`src/rtl/seg_disp_pkg.sv`:
```
// seg_disp_pkg: shared constants and the display-word type for the 7-segment scan driver
package seg_disp_pkg;
  localparam int NUM_DIGITS = 4;
  localparam int SCAN_W = 2;
  localparam int SCAN_DIV_DEF = 50000;
  localparam int BLINK_FRAMES_DEF = 25;
  typedef struct packed {
    logic [4*NUM_DIGITS-1:0] hex;
    logic [NUM_DIGITS-1:0] point;
    logic [NUM_DIGITS-1:0] blink;
  } disp_word_t;
endpackage

```
`src/rtl/seg_tick_div.sv`:
```
// seg_tick_div: enabled modulo-MOD counter that pulses tick_o on its terminal count
module seg_tick_div #(
  parameter int MOD = 4,
  localparam int W = (MOD > 1) ? $clog2(MOD) : 1
) (
  input  logic clk,
  input  logic rst_n,
  input  logic en_i,
  output logic tick_o
);
  logic [W-1:0] cnt_q, cnt_d;
  always_comb begin
    tick_o = en_i && cnt_q == W'(MOD - 1);
    cnt_d = tick_o ? '0 : en_i ? cnt_q + 1'b1 : cnt_q;
  end
  always_ff @(posedge clk) cnt_q <= !rst_n ? '0 : cnt_d;
endmodule

```
`src/rtl/seg_scan_driver.sv`:
```
// seg_scan_driver: scan-index divider, frame-synchronous display registers and blink gating
module seg_scan_driver
  import seg_disp_pkg::*;
#(
  parameter int SCAN_DIV = SCAN_DIV_DEF,
  parameter int BLINK_FRAMES = BLINK_FRAMES_DEF
) (
  input  logic                    clk,
  input  logic                    rst_n,
  input  logic                    wr_en,
  input  logic [4*NUM_DIGITS-1:0] wr_hex,
  input  logic [NUM_DIGITS-1:0]   wr_point,
  input  logic [NUM_DIGITS-1:0]   wr_blink,
  output logic [4*NUM_DIGITS-1:0] Hexs,
  output logic [SCAN_W-1:0]       Scan,
  output logic [NUM_DIGITS-1:0]   point,
  output logic [NUM_DIGITS-1:0]   LES,
  output logic                    upd_ack,
  output logic                    pending
);
  logic tick, frame_end, blink_tick, commit;
  logic pending_q, pending_d, phase_q, phase_d, ack_q;
  logic [SCAN_W-1:0] scan_q, scan_d;
  logic [NUM_DIGITS-1:0] les_q, les_d;
  disp_word_t pend_q, pend_d, live_q, live_d;
  seg_tick_div #(.MOD(SCAN_DIV)) u_div (
    .clk(clk), .rst_n(rst_n), .en_i(1'b1), .tick_o(tick)
  );
  seg_tick_div #(.MOD(BLINK_FRAMES)) u_frame (
    .clk(clk), .rst_n(rst_n), .en_i(frame_end), .tick_o(blink_tick)
  );
  // A commit uses the pending word held before this edge, so a colliding write queues for the next frame
  always_comb begin
    frame_end = tick && scan_q == SCAN_W'(NUM_DIGITS - 1);
    commit = frame_end && pending_q;
    scan_d = tick ? scan_q + 1'b1 : scan_q;
    pend_d = wr_en ? disp_word_t'{hex: wr_hex, point: wr_point, blink: wr_blink} : pend_q;
    pending_d = wr_en || (pending_q && !frame_end);
    live_d = commit ? pend_q : live_q;
    phase_d = phase_q ^ blink_tick;
    les_d = phase_d ? live_d.blink : '0;
  end
  always_ff @(posedge clk) begin
    if (!rst_n) begin
      scan_q <= '0;
      pending_q <= 1'b0;
      phase_q <= 1'b0;
      ack_q <= 1'b0;
      les_q <= '0;
      pend_q <= '0;
      live_q <= '0;
    end else begin
      scan_q <= scan_d;
      pending_q <= pending_d;
      phase_q <= phase_d;
      ack_q <= commit;
      les_q <= les_d;
      pend_q <= pend_d;
      live_q <= live_d;
    end
  end
  assign Hexs = live_q.hex;
  assign point = live_q.point;
  assign Scan = scan_q;
  assign LES = les_q;
  assign upd_ack = ack_q;
  assign pending = pending_q;
endmodule

```
`config.mk`:
```
export PLATFORM = sky130hd
export DESIGN_NAME = seg_scan_driver
export DESIGN_NICKNAME = d
export VERILOG_FILES = /design/src/rtl/seg_disp_pkg.sv /design/src/rtl/seg_tick_div.sv /design/src/rtl/seg_scan_driver.sv
export SDC_FILE = /design/constraint.sdc
export NUM_CORES = 1
export LEC_CHECK = 0
export BUFFER_PORTS_ARGS = -buffer_cell sky130_fd_sc_hd__buf_2
export CORE_ASPECT_RATIO = 0.7
export CORE_UTILIZATION = 50
export CTS_BUF_LIST = sky130_fd_sc_hd__clkbuf_8 sky130_fd_sc_hd__clkbuf_16
export DETAILED_ROUTE_END_ITERATION = 16
export PLACE_DENSITY = 0.8
export SLEW_MARGIN = 5
export SYNTH_ARGS = -nofsm -noshare
export SYNTH_HDL_FRONTEND = slang
export SYNTH_SLANG_ARGS = --single-unit
```
`constraint.sdc`:
```
create_clock -name clk -period 5.2 [get_ports clk]
set_clock_uncertainty 0.05 [all_clocks]
set_input_delay 0.78 -clock clk [delete_from_list [all_inputs] [get_ports clk]]
set_output_delay 0.78 -clock clk [all_outputs]
set_load 0.05 [all_outputs]
```
==> flow_summary_export.csv <==
group,metric,value,unit
run_status,status,"finished, violations left",
run_status,violations,"DRC",
clocking,clk_pin_slew_worst_paths,80,ps
synthesis,yosysSeqAreaShare,48.2,%
die,core,0.00625,mm²
route,final_antenna_net_count,0,
synthesis,synth_cell_types,35,
final_layout,layout_commonest_cell,"dfxtp_1",
global_route,grt_remaining_overflow,0,
global_route,grt_pass1_vias,2394,
final_layout,final_util,58.2,%
clocking,cts.sinks,78,
die,die_w,98.2,µm
power,p_per_area,341,mW/mm²
sta,max_freq,348,MHz
placed_design,port_buffers,54,
route,drt-total-wl,6710,µm
clocking,numCtsBuffers,9,
synthesis,synth_top_flop_cell,"dfxtp_1",
clocking,cts-resized-gates,0,
synthesis,ys_seq_elements,78,
die,ioPinCount,55,
final_layout,antenna_cells,0,
final_layout,drive_gt1_share,19.9,%
final_layout,final_cell_mix,"dfxtp_1, buf_2, nor2_1",
final_layout,layout.nets,407,
sta,hold_violations,0,
synthesis,syn-num-nets,386,
route,vias_per_cell,5.65,
synthesis,synth_edf_count,0,
sta,rsz0062_at_grt,"no",
global_route,antenna_found_initial,0,
power,worst_ir_drop_vdd,0.000178,V
setup_path,ff2ff_path_depth,4,
global_route,grt_pass1_wl,11200,µm
clocking,post_cts_buffers,0,
clocking,root_buffer,"clkbuf_8",
die,dieArea,0.00680,mm²
worst_hold_path,hold_path.class,"reg2reg",
setup_path,arrival,3000,ps
synthesis,async_flop_share,0,%
placed_design,dp_hpwl,4380,µm
setup_path,cp.required,5330,ps
route,wire_per_inst,14.6,µm
synthesis,syn_avg_cell_area,9.12,µm²
synthesis,syn_area,0.00324,mm²
route,vias,2595,
final_layout,seqCellArea,0.00156,mm²
sta,period_share,55.3,%
die,initial_core_util,51.8,%
setup_path,path_max_fanout,35,
clocking,cts_tree,"built",
final_layout,multi_input_area,0.00141,mm²
sta,fin_tns_setup,0,ps
global_route,grt_use_total,20.7,%
sta,slew_viol_final,0,
synthesis,synth_cells,355,
power,leakagePower,1.45,nW
route,drt_iter0_drc,134,
sta,tightest_slew,1000,ps
final_layout,area.growth.synth_to_final,12.4,%
final_layout,fillers,566,
setup_path,cp-end-kind,"flip-flop",
sta,relSlewSlack,33.1,%
route,drc_errors,4,
die,fp.dieH,69.3,µm
clocking,insertion_delay,350,ps
global_route,grt_max_degree,63,
sta,final-setup-viol-count,0,
placed_design,gp_congestion,0.864,
sta,layout_min_cycle_time,2870,ps
job,max_cap_violations,0,
clocking,cts_htree_levels,3,
synthesis,yosys_warnings,0,
die,num_rows,24,
setup_path,crit_path_start_kind,"flip-flop",
worst_hold_path,whs_path_depth,1,
setup_path,critPathKind,"reg2reg",
clocking,clk_path_buf_depth,2,
clocking,hold_buffers,0,
route,first_pass_iters,10,
## layer usage
layer | GRT usage [%] | share of wire [%] | vias to the layer above
li1 | - | - | 1285
met1 | 27.9 | 48 | 1231
met2 | 32.1 | 45 | 74
met3 | 6.65 | 6.0 | 5
met4 | 5.31 | 0.51 | 0
met5 | 0 | 0 | -
## cell usage after synthesis, types with 2 or more instances
cell	instances	area [µm²]
a21oi_1	32	160
a221oi_1	4	35.0
and4_1	3	26.3
buf_4	20	150
clkbuf_1	24	90.1
dfxtp_1	78	1560
ha_1	4	50.1
inv_1	7	26.3
mux2i_1	25	250
nand2_1	6	22.5
nand3_1	8	40.0
nand4_1	30	188
nand4b_1	3	26.3
nor2_1	43	161
nor3_1	3	15.0
nor3_2	2	20.0
nor4_1	3	18.8
o21ai_0	28	140
or3_1	2	12.5
or4_1	2	15.0
or4b_1	2	20.0
xnor2_1	7	61.3
xor2_1	7	61.3
## registers in the layout (all words and copies together), names as in the netlist
name           flops
Hexs              16
upd_ack            1
point              4
phase_q            1
Scan               2
u_frame.cnt_q      5
live_q             4
pending            1
LES                4
pend_q            24
u_div.cnt_q       16
## through the flow
stage | cells | power, mW | area [µm²] | hold WS [ps] | setup slack [ps]
final | 459 | 1.24 | 3640 | 415 | 2330
after CTS | 459 | 1.25 | 3640 | 419 | 2320
after global placement | 443 | 0.687 | 3380 | 392 | 2350
after detailed placement | 443 | 0.689 | 3380 | 401 | 2330
after global routing | 459 | 1.28 | 3640 | 438 | 2040
after floorplan | 355 | 0.670 | 3240 | 380 | 2980
## worst max-delay path: stages (launching register included)
cell	delay, ps
dfxtp_1	370
or4b_1	560
or4_1	960
o21ai_0	590
a221oi_1	170
## power by group
part / switching (mW) / internal [mW]
Sequential: 0.0129 / 0.610
Combinational: 0.0306 / 0.0212
Clock: 0.218 / 0.346
## worst paths after layout
| check | from | end | slack [ps] |
|---|---|---|---|
| worst max register to register | u_div.cnt_q[7]$_SDFF_PP0_ | LES[3]$_SDFF_PN0_ | 2330 |
| worst min-delay path | u_div.cnt_q[0]$_SDFF_PP0_ | u_div.cnt_q[0]$_SDFF_PP0_ | 420 |
| worst min register to register | u_div.cnt_q[0]$_SDFF_PP0_ | u_div.cnt_q[0]$_SDFF_PP0_ | 420 |
| worst max-delay path | u_div.cnt_q[7]$_SDFF_PP0_ | LES[3]$_SDFF_PN0_ | 2330 |
## final cells by class
type,count,area share (%)
multi-input combinational,223,38.7
inverter,8,0.826
timing repair buffer,56,7.84
clock buffer,11,4.16
sequential,78,42.9
tap,78,2.68
clock inverter,5,2.86
## cells by family after synthesis
logic type               after synthesis  share of synthesized area (%)
adder cells (fa/ha/maj)                4                           1.55
buffers and inverters                 54                           8.66
multiplexers                          25                           7.73
AO/OA/AOI/OAI                         66                           10.8
flip-flops                            78                           48.2
XOR/XNOR                              14                           3.79
AND/OR/NAND/NOR                      114                           19.2
Note: power is estimated with default switching activity, not from simulation.
